File: config.mk
export PLATFORM = sky130hd
export DESIGN_NAME = sa_ctrl
export DESIGN_NICKNAME = d
export VERILOG_FILES = /design/src/rtl/sa_ctrl_pkg.sv /design/src/rtl/sa_en_align.sv /design/src/rtl/sa_ctrl.sv
export SDC_FILE = /design/constraint.sdc
export NUM_CORES = 1
export LEC_CHECK = 0
export ABC_AREA = 1
export ABC_CLOCK_PERIOD_IN_PS = 5300
export BUFFER_PORTS_ARGS = -buffer_cell sky130_fd_sc_hd__buf_4
export CORE_MARGIN = 2
export CORE_UTILIZATION = 61
export CTS_CLUSTER_DIAMETER = 80
export DETAILED_ROUTE_END_ITERATION = 8
export GPL_TIMING_DRIVEN = 0
export HOLD_SLACK_MARGIN = 0.08
export PLACE_DENSITY = 0.9
export SYNTH_ARGS = -nofsm -noshare
export SYNTH_HDL_FRONTEND = slang
export SYNTH_SLANG_ARGS = --single-unit
File: constraint.sdc
create_clock -name clk -period 5.3 [get_ports clk]
set_clock_uncertainty 0.2 [all_clocks]
set_input_delay 0.53 -clock clk [delete_from_list [all_inputs] [get_ports clk]]
set_output_delay 0.53 -clock clk [all_outputs]
set_load 0.1 [all_outputs]
File: src/rtl/sa_ctrl_pkg.sv
// rtl/sa_ctrl_pkg.sv - state encoding and sizing helpers for the systolic array sequencer
package sa_ctrl_pkg;

  localparam int STATE_WIDTH = 3;

  typedef enum logic [STATE_WIDTH-1:0] {
    IDLE    = 3'd0,
    PRELOAD = 3'd1,
    STREAM  = 3'd2,
    DRAIN   = 3'd3,
    DONE    = 3'd4
  } state_t;

  // Cycles needed for the last injected column to ripple out of the array.
  function automatic int drain_cycles(input int pe_size);
    return 2 * pe_size - 1;
  endfunction

endpackage

File: src/rtl/sa_en_align.sv
// rtl/sa_en_align.sv - delays a buffer read strobe by the 1-cycle read latency into an enable vector
module sa_en_align #(
  parameter int WIDTH = 2
) (
  input  logic             clk,
  input  logic             rst_n,
  input  logic             strobe,
  output logic [WIDTH-1:0] en
);

  always_ff @(posedge clk or negedge rst_n) begin
    if (!rst_n) begin
      en <= '0;
    end else begin
      en <= {WIDTH{strobe}};
    end
  end

endmodule

File: src/rtl/sa_ctrl.sv
// rtl/sa_ctrl.sv - tile sequencer: ifmap preload, weight streaming, drain, done
// Optional cycle counter port perf_cycles_o enabled by defining SA_CTRL_PERF_EN.
module sa_ctrl
  import sa_ctrl_pkg::*;
#(
  parameter int PE_SIZE    = 2,
  parameter int ADDR_WIDTH = 8,
  parameter int CNT_WIDTH  = 8
) (
  input  logic                  clk,
  input  logic                  rst_n,
  input  logic                  start_i,
  input  logic [CNT_WIDTH-1:0]  k_len_i,
  input  logic [ADDR_WIDTH-1:0] ifmap_base_i,
  input  logic [ADDR_WIDTH-1:0] weight_base_i,
  output logic                  ifmap_rd_en_o,
  output logic [ADDR_WIDTH-1:0] ifmap_rd_addr_o,
  output logic                  weight_rd_en_o,
  output logic [ADDR_WIDTH-1:0] weight_rd_addr_o,
  output logic [PE_SIZE-1:0]    ifmap_en_row_o,
  output logic [PE_SIZE-1:0]    weight_en_col_o,
  output logic [PE_SIZE-1:0]    psum_en_row_o,
  output logic                  busy_o,
  output logic                  done_o
`ifdef SA_CTRL_PERF_EN
  ,
  output logic [31:0]           perf_cycles_o
`endif
);

  localparam logic [CNT_WIDTH-1:0] PRELOAD_LAST = CNT_WIDTH'(PE_SIZE - 1);
  localparam logic [CNT_WIDTH-1:0] DRAIN_LAST   = CNT_WIDTH'(drain_cycles(PE_SIZE) - 1);

  state_t                  state, state_n;
  logic [CNT_WIDTH-1:0]    cnt, cnt_n;
  logic [CNT_WIDTH-1:0]    k_len_q, k_len_n;
  logic [ADDR_WIDTH-1:0]   ifmap_base_q, ifmap_base_n;
  logic [ADDR_WIDTH-1:0]   weight_base_q, weight_base_n;
  logic                    ifmap_rd_en_n, weight_rd_en_n;
  logic [ADDR_WIDTH-1:0]   ifmap_rd_addr_n, weight_rd_addr_n;
  logic                    busy_n, done_n;
  logic [PE_SIZE-1:0]      weight_en;

  always_ff @(posedge clk or negedge rst_n) begin
    if (!rst_n) begin
      state            <= IDLE;
      cnt              <= '0;
      k_len_q          <= '0;
      ifmap_base_q     <= '0;
      weight_base_q    <= '0;
      ifmap_rd_en_o    <= 1'b0;
      ifmap_rd_addr_o  <= '0;
      weight_rd_en_o   <= 1'b0;
      weight_rd_addr_o <= '0;
      busy_o           <= 1'b0;
      done_o           <= 1'b0;
    end else begin
      state            <= state_n;
      cnt              <= cnt_n;
      k_len_q          <= k_len_n;
      ifmap_base_q     <= ifmap_base_n;
      weight_base_q    <= weight_base_n;
      ifmap_rd_en_o    <= ifmap_rd_en_n;
      ifmap_rd_addr_o  <= ifmap_rd_addr_n;
      weight_rd_en_o   <= weight_rd_en_n;
      weight_rd_addr_o <= weight_rd_addr_n;
      busy_o           <= busy_n;
      done_o           <= done_n;
    end
  end

  // Outputs are decoded from the next state so they are registered yet land in that state's cycle.
  always_comb begin
    state_n       = state;
    cnt_n         = cnt;
    k_len_n       = k_len_q;
    ifmap_base_n  = ifmap_base_q;
    weight_base_n = weight_base_q;
    case (state)
      IDLE: begin
        if (start_i) begin
          k_len_n       = k_len_i;
          ifmap_base_n  = ifmap_base_i;
          weight_base_n = weight_base_i;
          cnt_n         = '0;
          state_n       = (k_len_i == '0) ? DONE : PRELOAD;
        end
      end
      PRELOAD: begin
        if (cnt == PRELOAD_LAST) begin
          cnt_n   = '0;
          state_n = STREAM;
        end else begin
          cnt_n = cnt + 1'b1;
        end
      end
      STREAM: begin
        if (cnt == k_len_q - 1'b1) begin
          cnt_n   = '0;
          state_n = DRAIN;
        end else begin
          cnt_n = cnt + 1'b1;
        end
      end
      DRAIN: begin
        if (cnt == DRAIN_LAST) begin
          cnt_n   = '0;
          state_n = DONE;
        end else begin
          cnt_n = cnt + 1'b1;
        end
      end
      DONE: begin
        state_n = IDLE;
      end
      default: begin
        state_n = IDLE;
        cnt_n   = '0;
      end
    endcase

    ifmap_rd_en_n    = (state_n == PRELOAD);
    weight_rd_en_n   = (state_n == STREAM);
    ifmap_rd_addr_n  = ifmap_rd_en_n  ? ifmap_base_n  + ADDR_WIDTH'(cnt_n) : '0;
    weight_rd_addr_n = weight_rd_en_n ? weight_base_n + ADDR_WIDTH'(cnt_n) : '0;
    busy_n           = (state_n != IDLE);
    done_n           = (state_n == DONE);
  end

  sa_en_align #(.WIDTH(PE_SIZE)) u_ifmap_align (
    .clk    (clk),
    .rst_n  (rst_n),
    .strobe (ifmap_rd_en_o),
    .en     (ifmap_en_row_o)
  );

  sa_en_align #(.WIDTH(PE_SIZE)) u_weight_align (
    .clk    (clk),
    .rst_n  (rst_n),
    .strobe (weight_rd_en_o),
    .en     (weight_en)
  );

  assign weight_en_col_o = weight_en;
  assign psum_en_row_o   = weight_en;

`ifdef SA_CTRL_PERF_EN
  always_ff @(posedge clk or negedge rst_n) begin
    if (!rst_n) begin
      perf_cycles_o <= '0;
    end else if (state == IDLE && start_i) begin
      perf_cycles_o <= '0;
    end else if (busy_o) begin
      perf_cycles_o <= perf_cycles_o + 32'd1;
    end
  end
`endif

endmodule

=== After elaboration in Yosys (flattened, before gate mapping) ===
Index checks and enable logic that the tools add are counted.

* Register bits after elaboration: 57
* Input port bits: 27
* Output and inout port bits: 26

* Add/subtract/negate cells: 4
* Equal/unequal tests: 10
* Muxes and demuxes: 17
* Reduce and logical (&&, ||, !) cells: 4

{| class="wikitable"
|+ Operator list
! operator !! count
|-
| 2-to-1 mux 8 bit || 10
|-
| one-hot mux 8 bit (5 select lines) || 1
|-
| adder 8 bit || 2
|-
| 2-to-1 mux 3 bit || 5
|-
| one-hot mux 3 bit (4 select lines) || 1
|-
| == test 3 x 2 -> 1 bit (second input constant) || 3
|-
| adder 8 x 1 -> 8 bit (second input constant) || 1
|-
| == test 8 x 1 -> 1 bit (second input constant) || 1
|-
| == test 8 x 2 -> 1 bit (second input constant) || 1
|-
| == test 8 bit || 1
|-
| zero test 8 bit || 1
|-
| subtractor 8 x 1 -> 8 bit (second input constant) || 1
|-
| == test 3 x 1 -> 1 bit (second input constant) || 2
|-
| == test 3 bit (second input constant) || 2
|-
| zero test 3 bit || 1
|-
| nonzero test 3 bit || 1
|-
| AND reduction 2 bit || 1
|}

=== Logic depth before layout (Yosys ltp) ===
Gate-level depths: netlist of the first run.

* Depth in word-level cells: 6
* Gate-level depth with buffers: 24
* Gate-level depth less buffers: 24

=== By module ===
A second synthesis of the first run with hierarchy kept.

* Cells, all modules: 385
* Area total of the unflattened synthesis: 3,158.0 um^2

{| class="wikitable"
|+ By module, submodules not included
! module !! instances !! cells an instance !! area an instance (um^2)
|-
| sa_ctrl || 1 || 381 || 3,093.0
|-
| sa_en_align || 2 || 2 || 32.5
|}

=== Least setup slack after synthesis of the first run ===
No wires, ideal clock.

* Path kind: reg2reg
* Start: register k_len_q[0]
* End: register ifmap_rd_addr_o[6]
* Setup time: 0.079 ns
* Arrival time: 2.919 ns
* Slack: 2.102 ns
* Cell stages (with the launch flop): 21
* Buffers on the path: 0
* Period minus slack after synthesis: 3.198 ns
* Cells stage by stage: dfrtp_1 -> inv_2 -> ha_1 -> nand2_1 -> nor2_1 -> nand2_1 -> nand3_1 -> nor2_2 -> nand4_2 -> nand2_2 -> a31oi_1 -> ha_1 -> inv_1 -> fa_1 -> nor2_1 -> o21a_1 -> nor2_1 -> o21ai_0 -> a21oi_1 -> or2_2 -> a21oi_1

* Cells in the longest elaborated chain, start to end: 6
* Elaborated cells between the ends (all ways): 9
* Classes of those cells: add/sub (2); eq/ne (2); mux (5)

{| class="wikitable"
|+ Ends and longest elaborated chain
! item !! line !! RTL
|-
| from (decl) || sa_ctrl.sv:36 || <nowiki>logic [CNT_WIDTH-1:0] k_len_q, k_len_n;</nowiki>
|-
| from (signal assigned) || sa_ctrl.sv:60 || <nowiki>k_len_q <= k_len_n;</nowiki>
|-
| subtractor 8 x 1 -> 8 bit || sa_ctrl.sv:98 || <nowiki>if (cnt == k_len_q - 1'b1) begin</nowiki>
|-
| == test 8 bit || sa_ctrl.sv:98 ||
|-
| 2-to-1 mux 8 bit || sa_ctrl.sv:98 ||
|-
| one-hot mux 8 bit (5 select lines) || sa_ctrl.sv:79 || <nowiki>case (state)</nowiki>
|-
| net cnt_n[0] || sa_ctrl.sv:35 || <nowiki>logic [CNT_WIDTH-1:0] cnt, cnt_n;</nowiki>
|-
| adder 8 bit || sa_ctrl.sv:124 || <nowiki>ifmap_rd_addr_n = ifmap_rd_en_n ? ifmap_base_n + ADDR_WIDTH'(cnt_n) : '0;</nowiki>
|-
| 2-to-1 mux 8 bit || sa_ctrl.sv:124 ||
|-
| net ifmap_rd_addr_n[6] || sa_ctrl.sv:40 || <nowiki>logic [ADDR_WIDTH-1:0] ifmap_rd_addr_n, weight_rd_addr_n;</nowiki>
|-
| to (signal assigned) || sa_ctrl.sv:64 || <nowiki>ifmap_rd_addr_o <= ifmap_rd_addr_n;</nowiki>
|-
| to (decl) || sa_ctrl.sv:17 || <nowiki>output logic [ADDR_WIDTH-1:0] ifmap_rd_addr_o,</nowiki>
|}

The timed path passes the listed nets, and every way through them passes these cells.
A chain may end at the register's enable or synchronous reset.

=== Worst setup path after layout of the first run ===
* Start: register k_len_q[0]
* End: register weight_rd_addr_o[6]

* Cells in the longest elaborated chain, start to end: 6
* Elaborated cells between the ends (all ways): 9
* Classes of those cells: add/sub (2); eq/ne (2); mux (5)

{| class="wikitable"
|+ Ends and longest elaborated chain
! item !! line !! RTL
|-
| subtractor 8 x 1 -> 8 bit || sa_ctrl.sv:98 ||
|-
| == test 8 bit || sa_ctrl.sv:98 ||
|-
| 2-to-1 mux 8 bit || sa_ctrl.sv:98 ||
|-
| one-hot mux 8 bit (5 select lines) || sa_ctrl.sv:79 ||
|-
| net cnt_n[0] || sa_ctrl.sv:35 ||
|-
| adder 8 bit || sa_ctrl.sv:125 || <nowiki>weight_rd_addr_n = weight_rd_en_n ? weight_base_n + ADDR_WIDTH'(cnt_n) : '0;</nowiki>
|-
| 2-to-1 mux 8 bit || sa_ctrl.sv:125 ||
|-
| net weight_rd_addr_n[6] || sa_ctrl.sv:40 ||
|-
| to (signal assigned) || sa_ctrl.sv:66 || <nowiki>weight_rd_addr_o <= weight_rd_addr_n;</nowiki>
|-
| to (decl) || sa_ctrl.sv:19 || <nowiki>output logic [ADDR_WIDTH-1:0] weight_rd_addr_o,</nowiki>
|}

The timed path passes the listed nets, and every way through them passes these cells.

==> metrics.cfg, run 1 <==
[placed_design]
gp_congestion = 0.852
postPlaceCellArea_sq_mm = 0.00365
io_buffer_count = 52
hpwlAfterDp_mm = 5.40

[yosys]
synth_nets = 439
synth-edff-count = 0
ys_seq_elements = 57
syn_inst = 392
async_flop_share_pct = 100
synth_area_leaders = dfrtp_1 45%, nand2_1 13%, ha_1 7.1%, inv_1 4.6%, nor2_1 3.5%
yosys_warnings = 0
synth_flop_cell = dfrtp_1
synth.most_common_cell = nand2_1
yosysSeqAreaShare_pct = 45.0
synth_common_cells = 111 x nand2_1, 57 x dfrtp_1, 39 x inv_1
synth.distinct_cells = 41
synth_top_area_share_pct = 45.0
yosysTopAreaCell = dfrtp_1
postSynthAreaPerCell_sq_um = 8.09
syn_area_sq_mm = 0.00317

[clock_tree]
cts.sinks = 57
clkTransAtPathRegs_ns = 0.06
htreeDepth = 3
cts_buffer_depth = 2
clockRootBuffer = clkbuf_8
clk_latency_ns = 0.35
hold_buffers = 1
cts_tree = yes
post_cts_resize_count = 0
cts_buffers = 9
cts_setup_buffers = 0

[timing]
final.setup.tns_ns = 0
maxSlewHeadroom_pct = 52.4
post-route-min-period_ns = 3.81
tightest_slew_ns = 0.715
fmax_mhz = 262
final-setup-viol-count = 0
finalCritPeriodShare_pct = 72.0
drv_slew = 0
rsz0062_at_grt = false
hold_viol = 0

[hold_path]
min_from = weight_rd_en_o$_DFF_PN0_
hp-class = flop to flop
hold_depth = 0

[route]
drtPass1Iterations = 5
totalWireLength_mm = 7.42
route.vias.total = 2760
viasPerCell = 5.20
wl_per_cell_microns = 14.0
dr.first_iter.drc_count = 160
route.detailed.drc = 0
antenna_left = 0

[global_route]
grt_pass1_vias = 2787
track_usage_pct = 28.1
grt_max_degree = 58
antenna_found_initial = 0
grt_pass1_wl_mm = 12.8
gr-total-overflow = 0

[die]
row_count = 26
start_util_pct = 62.5
fp.dieW_microns = 76.1
die_area_sq_mm = 0.00579
coreArea_sq_mm = 0.00507
die_h_microns = 76.1
io_pins = 53

[power_and_ir_drop]
max-vdd-ir-drop_mv = 0.628
leakage_uw = 0.00211
power_density_mw_per_mm2 = 711

[layout]
fin_area_sq_mm = 0.00386
antenna_cells = 0
areaGrowthSynthToFinish_pct = 21.5
fill_cells = 381
nets = 503
drive_above_1_share_pct = 25.2

[setup_path]
required_ns = 5.37
cp-start-kind = flop
arrival_ns = 3.88
critPathLaunch = k_len_q[0]$_DFFE_PN0P_
critical_path_class = flop to flop
r2r-start = k_len_q[0]$_DFFE_PN0P_
cp_max_fo = 5
crit_path_end_kind = flop
reg2regPathDepth = 20

[run_status]
status = complete, no violations

[flow_run]
maxCapViolCount = 0

[worst paths after layout]
path,end,slack [ns]
max in group asynchronous,state[2]$_DFF_PN0_,3.83
max,weight_rd_addr_o[6]$_DFF_PN0_,1.49
min reg2reg,u_weight_align.en[0]$_DFF_PN0_,0.18
min in group asynchronous,k_len_q[1]$_DFFE_PN0P_,0.59
min,u_weight_align.en[0]$_DFF_PN0_,0.18
max reg2reg,weight_rd_addr_o[6]$_DFF_PN0_,1.49
[per-stage QoR]
stage | utilization (%) | power (uW) | hold slack (ns) | cells | worst slack, ns
after detailed placement | 71.9 | 2320 | 0.168 | 514 | 1.57
after floorplan | - | 1960 | 0.0344 | 392 | 2.10
after global placement | 71.9 | 2260 | 0.165 | 514 | 1.61
after CTS | 76.0 | 2740 | 0.182 | 531 | 1.49
after global routing | 76.0 | 2930 | 0.196 | 531 | 1.25
final | 76.0 | 2740 | 0.183 | 531 | 1.49
[metal layers]
metal / vias up / global-route usage [%] / share of wire (%)
met3: 18 / 6.64 / 4.0
met1: 1320 / 33.7 / 42
li1: 1354 / - / -
met5: - / 0 / 0
met4: 0 / 8.73 / 2.3
met2: 68 / 50.1 / 52
[worst max-delay path, stage by stage, from the launching register on]
cell and delay, ns:
dfrtp_1 0.42, inv_2 0.12, ha_1 0.23, nand2_1 0.11
nor2_1 0.14, nand2_1 0.07, nand3_1 0.10, nor2_2 0.04
nand4_2 0.11, nand2_2 0.09, a31oi_1 0.38, ha_1 0.27
inv_1 0.07, fa_1 0.37, nor2_1 0.15, o21ai_1 0.09
and2_1 0.18, o21ai_1 0.14, a21oi_1 0.09, or2_1 0.21
a21oi_1 0.16
[power breakdown]
group / internal (uW) / leakage [uW] / switching [uW]
clock: 226 / 0.000102 / 176
sequential: 600 / 0.000732 / 91.8
combinational: 457 / 0.00127 / 1190
total: 1280 / 0.00211 / 1460
[placed cells by master, fill, tap and decap left out, drive strengths merged]
cell and count:
nor3 5, nand3b 2, a21oi 13, ha 18, o31ai 1, or3 1
a31oi 2, o21ai 26, clkbuf 12, nor2 39, nand2 116, dfrtp 57
o21bai 1, bufinv 1, a21o 1, clkinv 5, fa 2, clkinvlp 1
and2 1, or2 6, o21a 3, nand3 12, nand4 5, dlygate4sd3 1
xnor2 4, o22ai 1, inv 56, nor4 1, xor2 7, buf 60
and3 1
[cells by family (layout without fill, tap and decap cells)]
group	count (synthesis)	count (layout)	synth area share, %
adder cells (fa/ha/maj)	20	20	8.36
flip-flops	57	57	45.0
AO/OA/AOI/OAI	48	48	8.40
buffers and inverters	67	136	8.56
XOR/XNOR	11	11	3.04
AND/OR/NAND/NOR	189	189	26.7
[registers in the layout, indices dropped and copies added, names as in the netlist]
signal             flops
done_o                 1
cnt                    8
u_weight_align.en      1
k_len_q                8
ifmap_rd_en_o          1
weight_rd_addr_o       8
ifmap_base_q           8
weight_base_q          8
weight_rd_en_o         1
ifmap_rd_addr_o        8
state                  3
busy_o                 1
u_ifmap_align.en       1
[cell type report]
cell class                 instances  area (sq um)  area share, %
multi-input combinational        268          1480           38.3
sequential                        57          1430           37.0
timing repair buffer              53           400           10.4
inverter                          57           215           5.58
clock buffer                      10           138           3.57
tap                               70          87.6           2.27
clock inverter                     6          57.6           1.49
buffer                            10          56.3           1.46
Power figures use the tool's default switching activity.
==> run 2: changes to the inputs <==
--- a/config.mk
+++ b/config.mk
@@ -5,16 +5,16 @@
 export SDC_FILE = /design/constraint.sdc
 export NUM_CORES = 1
 export LEC_CHECK = 0
-export ABC_AREA = 1
-export ABC_CLOCK_PERIOD_IN_PS = 5300
+export ABC_AREA = 0
+export ABC_CLOCK_PERIOD_IN_PS = 3400
 export BUFFER_PORTS_ARGS = -buffer_cell sky130_fd_sc_hd__buf_4
 export CORE_MARGIN = 2
-export CORE_UTILIZATION = 61
+export CORE_UTILIZATION = 51
 export CTS_CLUSTER_DIAMETER = 80
 export DETAILED_ROUTE_END_ITERATION = 8
 export GPL_TIMING_DRIVEN = 0
 export HOLD_SLACK_MARGIN = 0.08
-export PLACE_DENSITY = 0.9
+export PLACE_DENSITY = 0.81
 export SYNTH_ARGS = -nofsm -noshare
 export SYNTH_HDL_FRONTEND = slang
 export SYNTH_SLANG_ARGS = --single-unit
==> constraint.sdc (replaced) <==
create_clock -name clk -period 3.4 [get_ports clk]
set_clock_uncertainty 0.2 [all_clocks]
set_input_delay 0.34 -clock clk [delete_from_list [all_inputs] [get_ports clk]]
set_output_delay 0.34 -clock clk [all_outputs]
set_load 0.1 [all_outputs]
==> metrics.cfg, run 2 <==
[global_route]
grt_pass1_vias = 2730  ; -2.0%
antenna_found_initial = 0  ; unchanged
gr-total-overflow = 0  ; unchanged
grt_pass1_wl_mm = 12.8  ; about the same
grt_max_degree = 58  ; unchanged
track_usage_pct = 23.2  ; -4.9 points

[clock_tree]
htreeDepth = 3  ; unchanged
clk_latency_ns = 0.34  ; about the same
cts_buffer_depth = 2  ; unchanged
cts_tree = yes
clockRootBuffer = clkbuf_8
cts_buffers = 9  ; unchanged
cts.sinks = 57  ; unchanged
clkTransAtPathRegs_ns = 0.07  ; about the same

[die]
io_pins = 53  ; unchanged
die_area_sq_mm = 0.00696  ; +20%
die_h_microns = 83.4  ; +9.6%
fp.dieW_microns = 83.4  ; +9.6%
row_count = 28  ; +7.7%
coreArea_sq_mm = 0.00599  ; +18%
start_util_pct = 53.7  ; -8.8 points

[yosys]
synth_compound_area_share_pct = 12.3  ; +3.9 points
synth_mux_area_share_pct = 8.25  ; +8.2 points
synth_top_family_by_area = simple AND/OR/NAND/NOR gates
ys_seq_elements = 57  ; unchanged
synth.most_common_cell = dfrtp_1
yosys_warnings = 0  ; unchanged
async_flop_share_pct = 100  ; unchanged
yosys.area_share.xor_xnor_pct = 5.18  ; +2.1 points
synth_common_cells = 57 x dfrtp_1, 24 x nand2_1, 21 x nor2_1
synth_area_leaders = dfrtp_1 44%, ha_1 7.0%, mux2_2 7.0%, xnor2_1 3.3%, nand2_1 2.8%
syn_area_sq_mm = 0.00322  ; +1.3%
synth_top_area_share_pct = 44.4  ; -0.59 points
yosysTopAreaCell = dfrtp_1
syn_inst = 306  ; -22%
synth_simple_gate_area_share_pct = 17.0  ; -9.7 points
yosysSeqAreaShare_pct = 44.4  ; -0.59 points
synth_nets = 353  ; -20%
synth_flop_cell = dfrtp_1
synth.distinct_cells = 59  ; +44%
postSynthAreaPerCell_sq_um = 10.5  ; +30%
synth-edff-count = 0  ; unchanged
synthAdderAreaFrac_pct = 8.25  ; -0.11 points

[setup_path]
crit_path_end_kind = flop
r2r-start = k_len_q[1]$_DFFE_PN0P_
critical_path_class = flop to flop
critPathLaunch = k_len_q[1]$_DFFE_PN0P_
critical_path.cell_chain = inv_1, ha_4, and2b_2, and2b_1, or3b_4, a211oi_4, a21oi_4, nor2_4, o211ai_1, buf_4, buf_4, ha_4, o21ai_1, o21ai_1, o211ai_1, xnor2_1, or4_1, o21ai_2
worst-path-buf-inv = 3  ; +1
cp-start-kind = flop
timing.rr.end = ifmap_rd_addr_o[7]$_DFF_PN0_
crit_family = simple AND/OR/NAND/NOR gates
reg2regPathDepth = 18  ; -10%
max_stage_delay_ns = 0.43  ; about the same
r2r_slack_ns = -0.71  ; -2.20 ns
required_ns = 3.47  ; -1.90 ns
arrival_ns = 4.18  ; +0.30 ns
cp_max_fo = 6  ; +1
slowest_stage = or4_1

[hold_path]
hp-class = primary input to flop
min_from = ifmap_base_i[0]
hold_end = ifmap_base_q[0]$_DFF_PN0_
hold_depth = 2  ; +2

[route]
totalWireLength_mm = 8.54  ; +15%
viasPerCell = 5.67  ; +9.1%
route.vias.total = 2796  ; +1.3%
route.detailed.drc = 0  ; unchanged
dr.first_iter.drc_count = 229  ; +43%
wl_per_cell_microns = 17.3  ; +24%
antenna_left = 0  ; unchanged
drtPass1Iterations = 5  ; unchanged

[layout]
antenna_cells = 0  ; unchanged
layoutNonFillerInstCount = 493  ; -7.2%
final_common_cell = buf_4
layout_common_cells = 75 x buf_4, 57 x dfrtp_1, 24 x nand2_1
nets = 460  ; -8.5%
fill_cells = 386  ; +1.3%
drive_above_1_share_pct = 42.6  ; +17 points
areaGrowthSynthToFinish_pct = 42.4

[timing]
rsz0062_at_grt = true
drv_slew = 0  ; unchanged
finalCritPeriodShare_pct = 121  ; +49 points
final.setup.tns_ns = -3.52  ; -3.52 ns
tightest_slew_ns = 0.721  ; +0.00644 ns
maxSlewHeadroom_pct = 51.7  ; -0.69 points
finalWorstSetupSlack_ns = -0.709  ; -2.20 ns
post-route-min-period_ns = 4.11  ; +0.295 ns
final-setup-viol-count = 9  ; +9
hold_slack_ns = 0.0971  ; -0.0859 ns
hold_viol = 0  ; unchanged
fmax_mhz = 243  ; -7.2%

[run_status]
violations = setup timing
status = finished with violations

[placed_design]
dp_cells = 433  ; -16%
io_buffer_count = 52  ; unchanged
hpwlAfterDp_mm = 4.92  ; -8.8%
pre_cts_ws_ns = -0.723  ; -2.30 ns
gp_congestion = 0.853  ; about the same

[flow_run]
maxCapViolCount = 0  ; unchanged

[run 2: cell families after synthesis]
| family | Yosys count |
|---|---|
| adder cells (fa/ha/maj) | 20 |
| AND/OR/NAND/NOR | 100 |
| AO/OA/AOI/OAI | 57 |
| buffers and inverters | 29 |
| XOR/XNOR | 19 |
| flip-flops | 57 |
| multiplexers | 24 |
[run 2: through the flow]
stage / area, sq um / utilization (%)
final: 4580 / 76.4
after detailed placement: 3720 / 62.1
after CTS: 4360 / 72.8
after global routing: 4580 / 76.4
after floorplan: 3230 / -
after global placement: 3720 / 62.1
[run 2: how the worst max path moves through the flow]
stage | slack (ns) | cells after the start | end
global route | -0.83 | 18 | ifmap_rd_addr_o[7]$_DFF_PN0_
finish | -0.71 | 18 | ifmap_rd_addr_o[7]$_DFF_PN0_
global placement | -0.61 | 17 | weight_rd_addr_o[7]$_DFF_PN0_
detailed placement | -0.72 | 17 | weight_rd_addr_o[7]$_DFF_PN0_
CTS | -0.51 | 17 | weight_rd_addr_o[7]$_DFF_PN0_
floorplan | -0.21 | 15 | ifmap_rd_addr_o[7]$_DFF_PN0_
[run 2: worst register-to-register path, stage by stage (launching register included)]
cell,delay (ns)
dfrtp_1,0.35
inv_1,0.08
ha_4,0.16
and2b_2,0.20
and2b_1,0.18
or3b_4,0.38
a211oi_4,0.30
a21oi_4,0.14
nor2_4,0.17
o211ai_1,0.22
buf_4,0.20
buf_4,0.13
ha_4,0.28
o21ai_1,0.09
o21ai_1,0.16
o211ai_1,0.13
xnor2_1,0.16
or4_1,0.43
o21ai_2,0.08
[run 2: area by class of cell]
cell class              instances  area, sq um  area share [%]
clock buffers                  12          165            3.61
multi-input cells             220         1860            40.7
inverters                      13         51.3            1.12
plain buffers                  14         93.8            2.05
flip-flops and latches         57         1430            31.1
clock inverters                 4         73.8            1.61
well taps                      75         93.8            2.05
repair buffers                 98          813            17.8
[run 2: timing repair]
item / CTS / global route
endpoints found under the hold margin: 78 / 0
pin swaps: 17 / 18
setup endpoints to repair: 11 / 14
resized for setup: 30 / 24
gates cloned: 0 / 0
buffers inserted: 11 / 13
hold buffers: 22 / 0
[run 2: per-layer routing]
| metal | global-route usage (%) | wire length [microns] |
|---|---|---|
| met2 | 40.5 | 4490 |
| met3 | 4.77 | 527 |
| met5 | 0 | 0 |
| met1 | 28.2 | 3310 |
| met4 | 8.49 | 216 |
Power of run 2 is left out: the tool's default activity adds up to more than one toggle a clock period on the data nets, which glitch-free logic cannot reach.
==> run 3: changes to the inputs <==
--- a/config.mk
+++ b/config.mk
@@ -14,7 +14,7 @@
 export DETAILED_ROUTE_END_ITERATION = 8
 export GPL_TIMING_DRIVEN = 0
 export HOLD_SLACK_MARGIN = 0.08
-export PLACE_DENSITY = 0.81
+export PLACE_DENSITY = 0.85
 export SYNTH_ARGS = -nofsm -noshare
 export SYNTH_HDL_FRONTEND = slang
 export SYNTH_SLANG_ARGS = --single-unit
==> metrics.cfg, run 3 (synthesis results as in run 2) <==
[route]
antenna_left = 0  ; unchanged
drtPass1Iterations = 4  ; -1
wl_per_cell_microns = 16.8  ; -2.9%
viasPerCell = 5.53  ; -2.5%
route.detailed.drc = 0  ; unchanged
route.vias.total = 2704  ; -3.3%
totalWireLength_mm = 8.23  ; -3.7%
dr.first_iter.drc_count = 224  ; -2.2%

[clock_tree]
cts_tree = yes
cts_buffer_depth = 2  ; unchanged
clk_latency_ns = 0.35  ; about the same
cts.sinks = 57  ; unchanged
cts_buffers = 9  ; unchanged
clkTransAtPathRegs_ns = 0.07  ; about the same
htreeDepth = 3  ; unchanged
clockRootBuffer = clkbuf_8

[die]
coreArea_sq_mm = 0.00599  ; unchanged
die_h_microns = 83.4  ; unchanged
die_area_sq_mm = 0.00696  ; unchanged
fp.dieW_microns = 83.4  ; unchanged
io_pins = 53  ; unchanged
row_count = 28  ; unchanged
start_util_pct = 53.7  ; unchanged

[timing]
tightest_slew_ns = 0.709  ; -0.0122 ns
hold_viol = 0  ; unchanged
final-setup-viol-count = 10  ; +1
drv_slew = 0  ; unchanged
rsz0062_at_grt = true
post-route-min-period_ns = 4.05  ; -0.0580 ns
maxSlewHeadroom_pct = 52.7  ; +1.1 points
finalCritPeriodShare_pct = 119  ; -1.7 points
finalWorstSetupSlack_ns = -0.651  ; +0.0580 ns
fmax_mhz = 247  ; +1.4%

[run_status]
violations = setup timing
status = finished with violations

[placed_design]
io_buffer_count = 52  ; unchanged
hpwlAfterDp_mm = 5.03  ; +2.3%
postPlaceCellArea_sq_mm = 0.00372  ; unchanged
gp_congestion = 0.884  ; +3.7%

[global_route]
gr-total-overflow = 0  ; unchanged
track_usage_pct = 22.9  ; -0.28 points
grt_max_degree = 58  ; unchanged
antenna_found_initial = 0  ; unchanged
grt_pass1_vias = 2721  ; -0.33%
grt_pass1_wl_mm = 12.5  ; -2.5%

[setup_path]
critical_path.cell_chain = inv_1, ha_2, and2b_1, and2b_1, or3b_4, a211oi_4, a21oi_4, nor2_4, o211ai_1, ha_1, nand3_2, o2111ai_2, o211ai_1, xnor2_1, buf_4, buf_4, o21ba_1
slowest_stage = ha_1
arrival_ns = 4.09  ; -0.09 ns
worst-path-buf-inv = 3  ; unchanged
crit_path_end_kind = flop
critical_path_class = flop to flop
cp-start-kind = flop
max_stage_delay_ns = 0.45  ; +0.02 ns
required_ns = 3.44  ; -0.03 ns
cp_max_fo = 6  ; unchanged
crit_family = compound AO/OA/AOI/OAI gates

[flow_run]
maxCapViolCount = 0  ; unchanged

[hold_path]
hp-class = primary input to flop

[layout]
fin_area_sq_mm = 0.00439  ; -4.0%
areaGrowthSynthToFinish_pct = 36.7
final_common_cell = buf_4
fill_cells = 401  ; +3.9%
layout_common_cells = 74 x buf_4, 56 x dfrtp_1, 24 x nand2_1
nets = 456  ; -0.87%
drive_above_1_share_pct = 38.9  ; -3.7 points
antenna_cells = 0  ; unchanged

run 3: timing repair:
action / in CTS / in global routing
hold buffers: 23 / 0
setup endpoints to repair: 11 / 13
buffers inserted: 9 / 9
resized for setup: 10 / 23
endpoints found under the hold margin: 79 / 0
pin swaps: 15 / 13
run 3: path summary, 6_finish.rpt:
check	from	endpoint	slack [ns]	cells after the start
max	k_len_q[0]$_DFFE_PN0P_	weight_rd_addr_o[7]$_DFF_PN0_	-0.65	17
min	weight_base_i[1]	weight_base_q[1]$_DFF_PN0_	0.14	3
max reg2reg	k_len_q[0]$_DFFE_PN0P_	weight_rd_addr_o[7]$_DFF_PN0_	-0.65	17
min reg2reg	weight_rd_en_o$_DFF_PN0_	u_weight_align.en[0]$_DFF_PN0_	0.17	0
max in group asynchronous	rst_n	k_len_q[3]$_DFFE_PN0P_	2.10	2
min in group asynchronous	rst_n	ifmap_rd_addr_o[5]$_DFF_PN0_	0.39	2
run 3: final cells by class:
type	count	area, sq um	area share (%)
sequential	57	1430	32.5
clock buffer	13	149	3.39
buffer	15	98.8	2.25
clock inverter	3	40.0	0.911
inverter	13	48.8	1.11
timing repair buffer	93	759	17.3
tap	75	93.8	2.14
multi-input combinational	220	1780	40.4
run 3: routing by layer:
metal | up-vias | GRT usage, % | part of all wire (%)
met5 | - | 0 | 0
met2 | 101 | 40.2 | 51
met3 | 21 | 5.67 | 5.8
li1 | 1270 | - | -
met1 | 1312 | 26.9 | 41
met4 | 0 | 8.79 | 2.8
run 3: metrics by stage:
stage	TNS [ns]	setup WS, ns	hold slack (ns)	std cells	util, %
global route	-5.03	-0.842	0.157	489	73.4
detailed placement	-3.42	-0.703	0.162	433	62.1
CTS	-2.29	-0.486	0.111	480	70.7
global placement	-2.84	-0.649	0.157	433	62.1
finish	-3.12	-0.651	0.135	489	73.4
floorplan	-0.732	-0.212	-0.156	306	-
run 3: worst reg2reg max path: stages, from the launching register on:
cell and delay [ns]:
dfrtp_1 0.37, inv_1 0.06, ha_2 0.18, and2b_1 0.16
and2b_1 0.18, or3b_4 0.39, a211oi_4 0.31, a21oi_4 0.13
nor2_4 0.18, o211ai_1 0.23, ha_1 0.45, nand3_2 0.11
o2111ai_2 0.18, o211ai_1 0.19, xnor2_1 0.19, buf_4 0.15
buf_4 0.11, o21ba_1 0.16
Power of run 3 is left out for the same reason.
